<file path="src/rtl/uart_io_arbiter.sv">
// uart_io_arbiter: shares one uart_io byte port among NREQ requesters with
// round-robin selection and an optional per-requester lock for multi-byte runs.
module uart_io_arbiter #(
    parameter int unsigned NREQ = 2
) (
    input  logic              clk,
    input  logic              rst,
    input  logic [NREQ-1:0]   req,
    input  logic [NREQ-1:0]   req_we,
    input  logic [NREQ-1:0]   req_lock,
    input  logic [8*NREQ-1:0] req_wdata,
    output logic [NREQ-1:0]   ack,
    output logic [7:0]        rdata,
    output logic [NREQ-1:0]   grant,
    output logic              busy,
    output logic              uart_ren,
    output logic              uart_wen,
    output logic [7:0]        uart_wdata,
    input  logic [7:0]        uart_rdata,
    input  logic              uart_rbusy,
    input  logic              uart_rdone,
    input  logic              uart_wbusy,
    input  logic              uart_wdone
);
    localparam int unsigned IW = $clog2(NREQ);

    typedef enum logic [2:0] {
        IDLE   = 3'd0,
        ISSUE  = 3'd1,
        WAIT_R = 3'd2,
        WAIT_W = 3'd3,
        DONE   = 3'd4
    } state_t;

    state_t          state;
    logic [IW-1:0]   g;
    logic [IW-1:0]   rr_ptr;
    logic            we;
    logic            lock_active;
    logic [NREQ-1:0] mask;

    function automatic logic [NREQ-1:0] onehot(input logic [IW-1:0] i);
        onehot = NREQ'(1) << i;
    endfunction

    // Index k positions after base, wrapping modulo NREQ.
    function automatic logic [IW-1:0] rr_idx(input logic [IW-1:0] base, input int unsigned k);
        rr_idx = IW'((32'(base) + k) % NREQ);
    endfunction

    // Per-requester write byte lanes.
    logic [7:0] wdata_arr [NREQ];
    for (genvar i = 0; i < NREQ; i++) begin : g_lane
        assign wdata_arr[i] = req_wdata[8*i +: 8];
    end

    logic            lock_hold_c;
    logic [NREQ-1:0] eligible_c;
    logic            win_c;
    logic [IW-1:0]   win_idx_c;

    // Round-robin pick from rr_ptr; a held lock restricts eligibility to the owner.
    always_comb begin
        lock_hold_c = lock_active && req_lock[g];
        eligible_c  = req & ~mask;
        if (lock_hold_c) begin
            eligible_c = eligible_c & onehot(g);
        end
        win_c     = 1'b0;
        win_idx_c = '0;
        for (int unsigned k = 0; k < NREQ; k++) begin
            if (!win_c && eligible_c[rr_idx(rr_ptr, k)]) begin
                win_c     = 1'b1;
                win_idx_c = rr_idx(rr_ptr, k);
            end
        end
    end

    // Arbiter FSM with registered outputs; pulses default low every cycle.
    always_ff @(posedge clk) begin
        if (rst) begin
            state       <= IDLE;
            g           <= '0;
            rr_ptr      <= '0;
            we          <= 1'b0;
            lock_active <= 1'b0;
            mask        <= '0;
            ack         <= '0;
            rdata       <= 8'h00;
            grant       <= '0;
            busy        <= 1'b0;
            uart_ren    <= 1'b0;
            uart_wen    <= 1'b0;
            uart_wdata  <= 8'h00;
        end else begin
            ack      <= '0;
            uart_ren <= 1'b0;
            uart_wen <= 1'b0;
            case (state)
                IDLE: begin
                    mask        <= '0;
                    lock_active <= lock_hold_c;
                    if (win_c) begin
                        g          <= win_idx_c;
                        we         <= req_we[win_idx_c];
                        uart_wdata <= wdata_arr[win_idx_c];
                        grant      <= onehot(win_idx_c);
                        busy       <= 1'b1;
                        state      <= ISSUE;
                    end else if (!lock_hold_c) begin
                        grant <= '0;
                    end
                end
                ISSUE: begin
                    if (!(uart_rbusy || uart_wbusy)) begin
                        if (we) begin
                            uart_wen <= 1'b1;
                            state    <= WAIT_W;
                        end else begin
                            uart_ren <= 1'b1;
                            state    <= WAIT_R;
                        end
                    end
                end
                WAIT_R: begin
                    if (uart_rdone) begin
                        rdata <= uart_rdata;
                        ack   <= onehot(g);
                        state <= DONE;
                    end
                end
                WAIT_W: begin
                    if (uart_wdone) begin
                        ack   <= onehot(g);
                        state <= DONE;
                    end
                end
                DONE: begin
                    rr_ptr      <= rr_idx(g, 1);
                    mask        <= onehot(g);
                    lock_active <= req_lock[g];
                    if (!req_lock[g]) begin
                        grant <= '0;
                    end
                    busy  <= 1'b0;
                    state <= IDLE;
                end
                default: begin
                    state <= IDLE;
                end
            endcase
        end
    end

endmodule

</file>
<file path="config.mk">
export PLATFORM = sky130hd
export DESIGN_NAME = uart_io_arbiter
export DESIGN_NICKNAME = d
export VERILOG_FILES = /design/src/rtl/uart_io_arbiter.sv
export SDC_FILE = /design/constraint.sdc
export NUM_CORES = 1
export LEC_CHECK = 0
export ABC_AREA = 1
export CORE_AREA = 2 2 63 65
export CTS_BUF_LIST = sky130_fd_sc_hd__clkbuf_8 sky130_fd_sc_hd__clkbuf_16
export DETAILED_ROUTE_END_ITERATION = 10
export DIE_AREA = 0 0 65 67
export PLACE_DENSITY = 0.8
export SETUP_SLACK_MARGIN = 0.15
export SLEW_MARGIN = 20
export SYNTH_ARGS = -nofsm -noshare
export SYNTH_HDL_FRONTEND = slang
export SYNTH_SLANG_ARGS = --single-unit
</file>
<file path="constraint.sdc">
create_clock -name clk -period 1.35 [get_ports clk]
set_input_delay 0.135 -clock clk [delete_from_list [all_inputs] [get_ports clk]]
set_output_delay 0.135 -clock clk [all_outputs]
set_load 0.05 [all_outputs]
</file>
==> results of run 1 <==
-- worst min-delay path by stage --
| stage | start | slack (ns) | to | cells after the start |
|---|---|---|---|---|
| 2_1_floorplan | uart_rdata[0] | 0.30 | rdata[0]$_SDFFE_PP0P_ | 2 |
| 3_3_place_gp | we$_SDFFE_PP0P_ | 0.41 | uart_ren$_SDFF_PP0_ | 1 |
| 3_5_place_dp | we$_SDFFE_PP0P_ | 0.42 | uart_ren$_SDFF_PP0_ | 1 |
| 4_1_cts | we$_SDFFE_PP0P_ | 0.43 | uart_ren$_SDFF_PP0_ | 1 |
| 5_1_grt | we$_SDFFE_PP0P_ | 0.46 | uart_ren$_SDFF_PP0_ | 1 |
| 6_report | we$_SDFFE_PP0P_ | 0.43 | uart_ren$_SDFF_PP0_ | 1 |
-- per-layer routing --
metal  part of all wire [%]  vias to the layer above  wire length (um)  GRT usage [%]
met4                    2.7                        0               125           12.8
met1                     37                      770              1690           21.1
met2                     53                       61              2440           38.1
li1                       -                      828                 -              -
met3                    6.9                       15               315           6.25
met5                      0                        -                 0              0
-- placed cells by master, fill, tap and decap left out, types with 2 or more instances in the layout --
cell / n
dfxtp_2: 3
o21ai_1: 4
clkdlybuf4s50_1: 35
o21ai_0: 5
nor2_2: 12
dfxtp_4: 2
a31oi_4: 2
inv_8: 2
nor3_1: 2
nor2_1: 32
nand2_2: 6
nand3_4: 2
clkinv_2: 2
clkbuf_8: 6
nor2_4: 4
inv_1: 25
buf_4: 12
dfxtp_1: 27
inv_4: 4
a21oi_1: 8
nand3_1: 12
nand2_1: 50
buf_12: 25
inv_2: 3
buf_6: 2
o21ai_2: 2
nand2_4: 4
-- where the power goes --
group / switching, mW / total (mW) / internal [mW]
sequential: 0.0830 / 1.10 / 1.01
clock: 0.370 / 0.776 / 0.406
combinational: 0.560 / 1.07 / 0.509
total: 1.01 / 2.94 / 1.93
-- cell type report --
class	instances	area (um^2)	area share (%)
clock buffer	6	82.6	3.02
inverter	33	143	5.22
sequential	32	652	23.9
timing repair inverter	2	17.5	0.641
timing repair buffer	74	963	35.3
multi-input combinational	149	805	29.4
clock inverter	2	10.0	0.366
tap	48	60.1	2.20
-- cells by family (layout without fill, tap and decap cells) --
| kind of cell | Yosys count | in the layout |
|---|---|---|
| AO/OA/AOI/OAI | 21 | 21 |
| buffers and inverters | 38 | 117 |
| flip-flops | 32 | 32 |
| AND/OR/NAND/NOR | 127 | 128 |
-- sequential cells by signal, indices dropped and copies added (netlist names) --
name,count
ack,2
busy,1
g,1
grant,2
lock_active,1
mask,2
rdata,8
rr_ptr,1
state,3
uart_ren,1
uart_wdata,8
uart_wen,1
we,1
-- worst max-delay path, cell delays in order (launching register included) --
cell        delay [ns]
dfxtp_4           0.39
inv_4             0.05
nand2_2           0.06
nor2_2            0.05
nand2_2           0.17
clkinvlp_4        0.23
nor2_1            0.18
nor2_1            0.09
-- stage by stage --
stage	TNS, ns	cells
floorplan	0	218
global placement	-2.66	327
detailed placement	-3.04	327
CTS	0	343
global route	-0.0609	346
finish	0	346
-- what timing repair did --
action,in CTS,in global routing
hold buffers,0,0
gates cloned,3,0
endpoints found under the setup margin,23,23
pin swaps,5,11
buffers inserted,5,3
gates resized for setup,27,27
==> flow_metrics.env, run 1 <==
export IMPL_yosysUniqueCellTypes=23
export IMPL_rows=22
export IMPL_syn_avg_cell_area_um2=6.89
export IMPL_totalWireLength_mm=4.57
export IMPL_die_w_um=65
export IMPL_fin_hold_ws_ns=0.425
export IMPL_synth_xor_area_share_pct=0
export IMPL_critical_path_max_fanout=8
export IMPL_vdd_drop_max_mv=0.760
export IMPL_ys_warn_count=0
export IMPL_synth_area_um2=1500
export IMPL_yosys_register_bits=32
export IMPL_dp_slack_ns=-0.252
export IMPL_hp_class="reg -> reg"
export IMPL_place_gp_congestion=0.761
export IMPL_area_delta_synth_final_pct=82.0
export IMPL_coreArea_um2=3610
export IMPL_clock_path_buffers=2
export IMPL_yosysSeqAreaShare_pct=42.7
export IMPL_power_density_nw_per_um2=1080
export IMPL_dpl_cell_area_um2=2380
export IMPL_async_flop_share_pct=0
export IMPL_drv_slew=0
export IMPL_die_h_um=67
export IMPL_synth_top_family_by_area="simple AND/OR/NAND/NOR gates"
export IMPL_r2r_end="rdata[4]$_SDFFE_PP0P_"
export IMPL_slew_headroom_pct=70.9
export IMPL_syn_nets=254
export IMPL_critical_path_startpoint="state[2]$_SDFFE_PP0P_"
export IMPL_dp_hpwl_mm=2.69
export IMPL_maxCapViolCount=0
export IMPL_synth_common_cells="nand2_1, nor2_1, dfxtp_1"
export IMPL_io_buffer_count=58
export IMPL_gr_usage_all_layers_pct=21.0
export IMPL_setup_viol=0
export IMPL_remaining_drc_errors=0
export IMPL_ctsHtreeMaxLevel=2
export IMPL_reg2reg_from="state[2]$_SDFFE_PP0P_"
export IMPL_synth_top_area_share_pct=42.7
export IMPL_status="finished clean"
export IMPL_num_fill_cells=259
export IMPL_drt_initial_drc_count=46
export IMPL_arrival_ns=1.51
export IMPL_io_pins=59
export IMPL_wl_per_cell_um=13.2
export IMPL_grt_start_max_net_pins=17
export IMPL_critPathLaunchType="flip-flop"
export IMPL_post_route_period_util_pct=98.9
export IMPL_drive_above_1_share_pct=32.2
export IMPL_synth_most_common_cell="nand2_1"
export IMPL_start_util_pct=41.6
export IMPL_synth_edf_count=0
export IMPL_leakagePower_nw=1.23
export IMPL_clock_sinks=32
export IMPL_viasPerCell=4.84
export IMPL_synthTopCellsByArea="dfxtp_1, nand2_1, nor2_1"
export IMPL_overflow=0
export IMPL_total_power_mw=2.94
export IMPL_critical_path_class="reg -> reg"
export IMPL_rsz0062_at_grt="yes"
export IMPL_skew_ns=0.00233
export IMPL_hold_viol=0
export IMPL_dieArea_um2=4360
export IMPL_cts_root_buf="clkbuf_8"
export IMPL_required_ns=1.52
export IMPL_timing_fmax_ghz=0.749
export IMPL_insertedDiodeCount=0
export IMPL_grt_pass1_wl_mm=6.86
export IMPL_synth_mux_area_share_pct=0
export IMPL_clk_latency_ns=0.29
export IMPL_fin_util_pct=75.8
export IMPL_ff2ff_setup_slack_ns=0.02
export IMPL_yosysTopAreaCell="dfxtp_1"
export IMPL_dr_pass1_iters=4
export IMPL_finalInstanceArea_um2=2730
export IMPL_synth_compound_area_share_pct=7.17
export IMPL_drtAntennaViolNets=0
export IMPL_fin_crit_ns=1.33
export IMPL_worstMarginPinSlew_ns=0.436
export IMPL_reg2reg_depth=7
export IMPL_ys_flop_type="dfxtp_1"
export IMPL_synth_adder_area_share_pct=0
export IMPL_nets=333
export IMPL_via_count=1674
export IMPL_synth_simple_area_share_pct=37.6
export IMPL_grt_pass1_vias=1649
export IMPL_endpoint_kind="flip-flop"
export IMPL_cp_endpoint="rdata[4]$_SDFFE_PP0P_"
export IMPL_path_clk_slew_ns=0.07
export IMPL_cts_buffers=5
export IMPL_antenna_found_initial=0
export IMPL_cts_tree="yes"
export IMPL_synthCells=218
export IMPL_fin_ws_ns=0.0153
No activity file was read; power rests on OpenSTA's default activity.
==> run 2: changes to the inputs <==
CELL_PAD_IN_SITES_DETAIL_PLACEMENT = 1   (was unset)
CELL_PAD_IN_SITES_GLOBAL_PLACEMENT = 1   (was unset)
CORE_AREA = 2 2 75 77   (was 2 2 63 65)
DIE_AREA = 0 0 77 79   (was 0 0 65 67)
PLACE_DENSITY = 0.81   (was 0.8)
==> flow_metrics.env, run 2 (same netlist as run 1, synthesis figures left out) <==
export IMPL_ff2ff_setup_slack_ns=0.12
export IMPL_cts_hold_buf=0
export IMPL_area_delta_synth_final_pct=80.4
export IMPL_gr_usage_all_layers_pct=16.0
export IMPL_grt_pass1_wl_mm=7.73
export IMPL_critical_path_max_fanout=4
export IMPL_viasPerCell=4.45
export IMPL_wl_per_cell_um=12.7
export IMPL_critical_path_class="reg -> reg"
export IMPL_vdd_drop_max_mv=0.409
export IMPL_dieArea_um2=6080
export IMPL_dr_pass1_iters=4
export IMPL_fin_cells=370
export IMPL_total_power_mw=2.83
export IMPL_io_pins=59
export IMPL_required_ns=1.52
export IMPL_coreArea_um2=5340
export IMPL_io_buffer_count=58
export IMPL_power_switching_mw=0.939
export IMPL_start_util_pct=28.1
export IMPL_grt_pass1_vias=1736
export IMPL_timing_fmax_ghz=0.812
export IMPL_cts_tree="yes"
export IMPL_switching_share_pct=33.2
export IMPL_dp_cells=351
export IMPL_post_route_period_util_pct=91.2
export IMPL_dp_hpwl_mm=3.45
export IMPL_p_int_mw=1.89
export IMPL_drive_above_1_share_pct=30.9
export IMPL_clock_sinks=32
export IMPL_reg_top3="rdata x8, uart_wdata x8, state x3"
export IMPL_nets=333
export IMPL_hp_class="reg -> reg"
export IMPL_drtAntennaViolNets=0
export IMPL_hold_viol=0
export IMPL_insertedDiodeCount=0
export IMPL_grt_start_max_net_pins=18
export IMPL_slew_headroom_pct=69.6
export IMPL_antenna_found_initial=0
export IMPL_power_frac_seq_pct=38.5
export IMPL_path_clk_slew_ns=0.07
export IMPL_power_density_nw_per_um2=1040
export IMPL_final_common_cell="nand2_1"
export IMPL_pwr_share_comb_pct=34.9
export IMPL_cts_root_buf="clkbuf_8"
export IMPL_clk_latency_ns=0.28
export IMPL_die_w_um=77
export IMPL_clockPowerShare_pct=26.6
export IMPL_endpoint_kind="flip-flop"
export IMPL_totalWireLength_mm=4.68
export IMPL_layout_common_cells="nand2_1, nor2_1, clkdlybuf4s50_1, inv_1, dfxtp_1"
export IMPL_cts_buffers=5
export IMPL_die_h_um=79
export IMPL_setup_viol=0
export IMPL_overflow=0
export IMPL_clock_path_buffers=2
export IMPL_skew_ns=0.00583
export IMPL_maxCapViolCount=0
export IMPL_rsz0062_at_grt="yes"
export IMPL_rows=27
export IMPL_drt_initial_drc_count=23
export IMPL_critPathLaunchType="flip-flop"
export IMPL_via_count=1645
export IMPL_fin_crit_ns=1.23
export IMPL_drv_slew=0
export IMPL_place_gp_congestion=0.715
export IMPL_leakagePower_nw=1.23
export IMPL_worstMarginPinSlew_ns=0.455
export IMPL_ctsHtreeMaxLevel=2
export IMPL_remaining_drc_errors=0
export IMPL_finalInstanceArea_um2=2710
export IMPL_dpl_cell_area_um2=2410
export IMPL_status="finished clean"
export IMPL_arrival_ns=1.41
-- run 2: cell types whose count changed in the layout (fill, tap and decap cells not counted), moves of 3 or more --
| cell | before | now |
|---|---|---|
| buf_4 | 12 | 15 |
| nor2_1 | 32 | 37 |
| nand3_2 | 1 | 4 |
| nor2_2 | 12 | 7 |
-- run 2: final timing paths --
kind / startpoint / end / depth (start not counted)
worst min register to register: we$_SDFFE_PP0P_ / uart_ren$_SDFF_PP0_ / 1
worst max register to register: g$_SDFFE_PP0P_ / grant[1]$_SDFFE_PP0P_ / 9
worst max-delay path: g$_SDFFE_PP0P_ / grant[1]$_SDFFE_PP0P_ / 9
worst min-delay path: we$_SDFFE_PP0P_ / uart_ren$_SDFF_PP0_ / 1
-- run 2: area by class of cell --
| cell class | count | area (um^2) |
|---|---|---|
| clock buffer | 6 | 82.6 |
| clock inverter | 2 | 7.51 |
| fill | 656 | 2630 |
| inverter | 33 | 140 |
| multi-input combinational | 149 | 771 |
| sequential | 32 | 652 |
| tap | 72 | 90.1 |
| timing repair buffer | 76 | 966 |
-- run 2: through the flow --
stage	util, %	hold WS, ns	setup TNS [ns]	setup WS [ns]
final	50.8	0.450	0	0.119
after global routing	50.8	0.468	0	0.0440
after floorplan	-	0.302	0	0.165
after global placement	45.2	0.411	-2.12	-0.178
after CTS	49.8	0.456	0	0.125
after detailed placement	45.2	0.453	-3.09	-0.226
-- run 2: worst max-delay path, cell delays in order (launching register included) --
cell and delay, ns:
dfxtp_4 0.37, buf_4 0.14, nand2_2 0.06, nand2_2 0.06, nor2_2 0.13, inv_1 0.06
o21ai_2 0.14, nand2_1 0.06, nand2_1 0.05, nor2_1 0.04
-- run 2: per-layer routing --
| layer | routed length (um) | vias to the layer above | GRT usage, % |
|---|---|---|---|
| met1 | 1890 | 759 | 16.4 |
| met5 | 0 | - | 0 |
| met4 | 43 | 0 | 5.00 |
| li1 | - | 825 | - |
| met3 | 309 | 4 | 5.57 |
| met2 | 2440 | 57 | 30.5 |
-- run 2: repair_timing --
| action | in CTS | in global routing |
|---|---|---|
| buffers inserted | 9 | 1 |
| pin swaps | 13 | 4 |
| setup endpoints to repair | 27 | 25 |
| gates cloned | 1 | 0 |
| resized for setup | 37 | 14 |
-- run 2: power by group through the flow --
| stage | sequential (mW) | combinational, mW | clock (mW) |
|---|---|---|---|
| after floorplan | 1.26 | 0.316 | 0 |
| after global placement | 1.10 | 0.881 | 0 |
| after detailed placement | 1.11 | 0.901 | 0 |
| after CTS | 1.09 | 0.973 | 0.778 |
| after global routing | 1.10 | 1.07 | 0.827 |
| final | 1.09 | 0.987 | 0.753 |
==> variant 1, RTL diff (config.mk and constraints of run 1) <==
The 5 states of `state_t` get a one-hot encoding in 5 bits.
--- a/src/rtl/uart_io_arbiter.sv
+++ b/src/rtl/uart_io_arbiter.sv
@@ -26,8 +26,8 @@
 
-    typedef enum logic [2:0] {
-        IDLE   = 3'd0,
-        ISSUE  = 3'd1,
-        WAIT_R = 3'd2,
-        WAIT_W = 3'd3,
-        DONE   = 3'd4
+    typedef enum logic [4:0] {
+        IDLE   = 5'b00001,
+        ISSUE  = 5'b00010,
+        WAIT_R = 5'b00100,
+        WAIT_W = 5'b01000,
+        DONE   = 5'b10000
     } state_t;
Formal check against the unedited RTL: same outputs for any inputs over 10 cycles, from zero or initial values and one cycle with rst high; not proved beyond that.
==> variant 1 against run 1 <==
The run now ends with setup timing left; area after synthesis rose by 6.2%; wire length rose by 22%; final cell count rose by 2.6%; cell area rose by 11%; worst setup slack got worse by 32 ps; sequential share of layout area fell by 0.85 points; critical path type unchanged; sequential cell count rose by 2; largest power group is now combinational logic; total power rose by 8.4%.
==> variant 1: results (changes against run 1) <==
INFO  metric hold_slack = 478 ps (was 425 ps)
INFO  metric worstPathMaxFanout = 5 (was 8)
INFO  metric dp_hpwl = 2990 µm (was 2690 µm)
INFO  metric initialDrtViolationCount = 79 (was 46)
INFO  metric worst-endpoint-arrival = 1590 ps (was 1510 ps)
INFO  metric fillers = 200 (was 259)
INFO  metric final_setup_viols = 3 (was 0)
INFO  metric violations = setup timing
INFO  metric post_route_cells_drive_above_1_share = 43.0% (was 32.2%)
INFO  metric via_count = 1810 (was 1674)
INFO  metric top_regs = rdata x8, uart_wdata x8, state x5 (was rdata x8, uart_wdata x8, state x3)
INFO  metric place_worst_setup_slack = -208 ps (was -252 ps)
INFO  metric finalClockSkew = 4.81 ps (was 2.33 ps)
INFO  metric multi_input_area = 970 µm² (was 805 µm²)
INFO  metric netlist_cell_types = 25 (was 23)
INFO  metric min_to = rdata[5] (was uart_ren)
INFO  metric reg2reg_to = we (was rdata[4])
INFO  metric first_pass_grt_wire_length = 7240 µm (was 6860 µm)
INFO  metric finish.net_count = 342 (was 333)
INFO  metric synth_sequential_area_ratio = 42.7% (about the same)
INFO  metric timing.final.ws_setup = -16.2 ps (was 15.3 ps)
INFO  metric worst_hold_startpoint = uart_rdata[5] (was we)
INFO  metric drt_wl_total = 5580 µm (was 4570 µm)
INFO  metric critical_path.reg2reg.startpoint = g (was state[2])
INFO  metric wire_per_inst = 15.7 µm (was 13.2 µm)
INFO  metric max-vdd-ir-drop = 0.000859 V (was 0.000760 V)
INFO  metric outcome = complete, but fails checks (was complete, no violations)
INFO  metric worst_slew_pin_slew = 266 ps (was 436 ps)
INFO  metric hold_path_depth = 3 (was 1)
INFO  metric synth.cells.most_frequent = 39 x sky130_fd_sc_hd__nand2_1, 35 x sky130_fd_sc_hd__inv_1, 34 x sky130_fd_sc_hd__dfxtp_1 (was 54 x sky130_fd_sc_hd__nand2_1, 45 x sky130_fd_sc_hd__nor2_1, 32 x sky130_fd_sc_hd__dfxtp_1)
INFO  metric p_leak = 1.24 nW (was 1.23 nW)
variant 1: metrics by stage:
step | util, % | area [µm²]
final | 84.3 | 3040
after global routing | 84.3 | 3040
after CTS | 76.1 | 2740
after detailed placement | 69.4 | 2500
after global placement | 69.4 | 2500
after floorplan | - | 1600
variant 1: worst max-delay path by stage:
stage | to | start | depth (start not counted) | slack [ps]
detailed placement | busy | req_lock[1] | 9 | -210
finish | we | g | 9 | -20
floorplan | state[1] | g | 7 | 160
global placement | busy | req_lock[1] | 9 | -170
global route | grant[0] | req[0] | 10 | -100
CTS | grant[1] | state[3] | 8 | 90
variant 1: cell families after synthesis:
logic type | synth area share, %
AO/OA/AOI/OAI | 12.1
buffers and inverters | 11.7
AND/OR/NAND/NOR | 33.5
flip-flops | 42.7
variant 1: critical path: cells and delay by family, from the launching register on:
kind,cells,cell delay [ps]
AO/OA/AOI/OAI,1,140
AND/OR/NAND/NOR,5,490
buffers and inverters,3,280
flip-flops,1,380
variant 1: report_power, final:
group | internal [mW] | total, mW | switching, mW | leakage (nW)
Combinational | 0.577 | 1.22 | 0.645 | 0.908
Sequential | 1.08 | 1.18 | 0.0954 | 0.281
Clock | 0.409 | 0.787 | 0.378 | 0.0472
variant 1: layer usage:
layer | GRT usage, % | share of wire (%) | vias up
met5 | 0 | 0 | -
met2 | 39.6 | 52 | 68
li1 | - | - | 874
met4 | 11.2 | 3.0 | 0
met1 | 23.0 | 39 | 853
met3 | 8.11 | 5.8 | 15
variant 1: timing repair:
action | 4_1_cts | 5_1_grt
setup buffers | 8 | 8
endpoints found under the setup margin | 29 | 33
cloned | 1 | 1
resized for setup | 26 | 65
pin swaps | 7 | 18
variant 1: area by class of cell:
cell class                 count  area share, %
clock buffer                   6           2.72
clock inverter                 2          0.412
inverter                      39           5.06
multi-input combinational    140           31.9
sequential                    34           23.0
tap                           48           1.98
timing repair buffer          86           34.9
==> variant 2, RTL diff (flow settings as in run 1) <==
Without the edit above. Reset style: asynchronous (`rst`), changed in one clocked block.
--- a/src/rtl/uart_io_arbiter.sv
+++ b/src/rtl/uart_io_arbiter.sv
@@ -79,3 +79,3 @@
     // Arbiter FSM with registered outputs; pulses default low every cycle.
-    always_ff @(posedge clk) begin
+    always_ff @(posedge clk or posedge rst) begin
         if (rst) begin
Formal check against the unedited RTL: differs if rst is asserted again (counterexample within 4 cycles, from zero or initial values and one cycle with rst high); with rst held inactive, the same outputs for 10 cycles.
==> variant 2 against run 1 <==
Die area unchanged; cell area is 2.2% higher; via count fell by 7.2%; non-clock buffer count is 2 higher; wire length decreased by 1.3%; worst setup slack gained 55 ps; area after synthesis fell by 1.0%; sequential cell count unchanged; synthesized cell count decreased by 15%; maximum frequency grew 4.3%.
Power is not compared: it rests on default switching activity, and its combinational part moved more than twofold at a synthesized area within 25%.
==> variant 2: results (changes against run 1) <==
INFO  metric outcome = complete, no violations (unchanged)
INFO  metric mapped_nets = 222 (was 254)
INFO  metric critical-path-max-stage-delay = 430 ps (was 390 ps)
INFO  metric grt_use_met3 = 5.41% (was 6.25%)
INFO  metric synth_sequential_area_ratio = 53.9% (was 42.7%)
INFO  metric first_global_vias = 1561 (was 1649)
INFO  metric post_route_cells_drive_above_1_share = 36.1% (was 32.2%)
INFO  metric wire_per_inst = 14.4 µm (was 13.2 µm)
INFO  metric drt_wl_total = 4510 µm (was 4570 µm)
INFO  metric globalRouteTotalUtil = 21.4% (was 21.0%)
INFO  metric netlist_cell_types = 22 (was 23)
INFO  metric detail_route.vias_per_cell = 4.95 (was 4.84)
INFO  metric postSynth.topFlopCell = sky130_fd_sc_hd__dfrtp_1 (was sky130_fd_sc_hd__dfxtp_1)
INFO  metric fillers = 214 (was 259)
INFO  metric use_met2 = 37.1% (was 38.1%)
INFO  metric synth.cells.most_frequent = 84 x sky130_fd_sc_hd__nand2_1, 32 x sky130_fd_sc_hd__dfrtp_1, 21 x sky130_fd_sc_hd__nand3_1 (was 54 x sky130_fd_sc_hd__nand2_1, 45 x sky130_fd_sc_hd__nor2_1, 32 x sky130_fd_sc_hd__dfxtp_1)
INFO  metric worstPathMaxFanout = 6 (was 8)
INFO  metric finalClockSkew = 11.1 ps (was 2.33 ps)
INFO  metric dp_hpwl = 2890 µm (was 2690 µm)
INFO  metric worstHoldPathType = in -> async (was reg -> reg)
INFO  metric initialDrtViolationCount = 110 (was 46)
INFO  metric gp_congestion = 0.806 (was 0.761)
INFO  metric worst_slew_pin_slew = 486 ps (was 436 ps)
INFO  metric crit_path_top_delay_cell = sky130_fd_sc_hd__dfrtp_1 (was sky130_fd_sc_hd__dfxtp_4)
INFO  metric postSynth.asyncResetShare = 100% (was 0%)
INFO  metric worst-endpoint-arrival = 1450 ps (was 1510 ps)
INFO  metric synthCells = 186 (was 218)
INFO  metric first_pass_grt_wire_length = 7070 µm (was 6860 µm)
-- variant 2: where the power goes --
part | switching [mW] | leakage [nW] | internal, mW | total (mW)
Sequential | 0.451 | 0.407 | 1.35 | 1.80
Combinational | 2.27 | 0.881 | 1.91 | 4.18
Clock | 0.357 | 0.0645 | 0.651 | 1.01
-- variant 2: cells by family after synthesis --
group | count (synthesis) | synth area share (%)
compound gates | 12 | 4.38
buf+inv | 20 | 6.65
flops | 32 | 53.9
simple gates | 122 | 35.1
-- variant 2: path summary, 6_finish.rpt --
kind                               startpoint            end  slack (ps)  depth (start not counted)
worst max-delay path                        g  uart_wdata[6]          70                          8
worst min-delay path                      rst       rdata[3]         180                          3
worst max register to register              g  uart_wdata[6]          70                          8
worst min register to register             we       uart_ren         480                          1
max in group asynchronous                 rst       state[2]         990                          3
min in group clk                uart_rdata[2]       rdata[2]         400                          3
-- variant 2: final cells by class --
class                      instances  area share, %
clock buffer                       7           3.45
sequential                        32           28.7
multi-input combinational        135           27.0
clock inverter                     1           1.07
tap                               48           2.15
timing repair inverter             1          0.269
timing repair buffer              76           35.4
inverter                          14           1.97
-- variant 2: worst min-delay path, cell delays in order --
cell and delay, ps:
sky130_fd_sc_hd__clkdlybuf4s50_1 390, sky130_fd_sc_hd__inv_1 90, sky130_fd_sc_hd__buf_12 210
-- variant 2: stage by stage --
stage | utilization (%) | area [µm²] | setup TNS [ps]
2_1_floorplan | - | 1490 | 0
3_3_place_gp | 66.9 | 2410 | -1220
3_5_place_dp | 66.9 | 2410 | -1640
4_1_cts | 73.4 | 2650 | 0
5_1_grt | 77.5 | 2790 | -14.5
6_report | 77.5 | 2790 | 0
-- variant 2: layer usage --
| metal | up-vias | wire length [µm] |
|---|---|---|
| met4 | 0 | 172 |
| met1 | 725 | 1770 |
| met2 | 65 | 2300 |
| li1 | 744 | - |
| met3 | 20 | 272 |
| met5 | - | 0 |
-- variant 2: what timing repair did --
item,in CTS,in global routing
gates resized for setup,19,33
pin swaps,5,16
buffers inserted,5,3
endpoints found under the hold margin,0,0
endpoints found under the setup margin,16,26
cloned,1,1
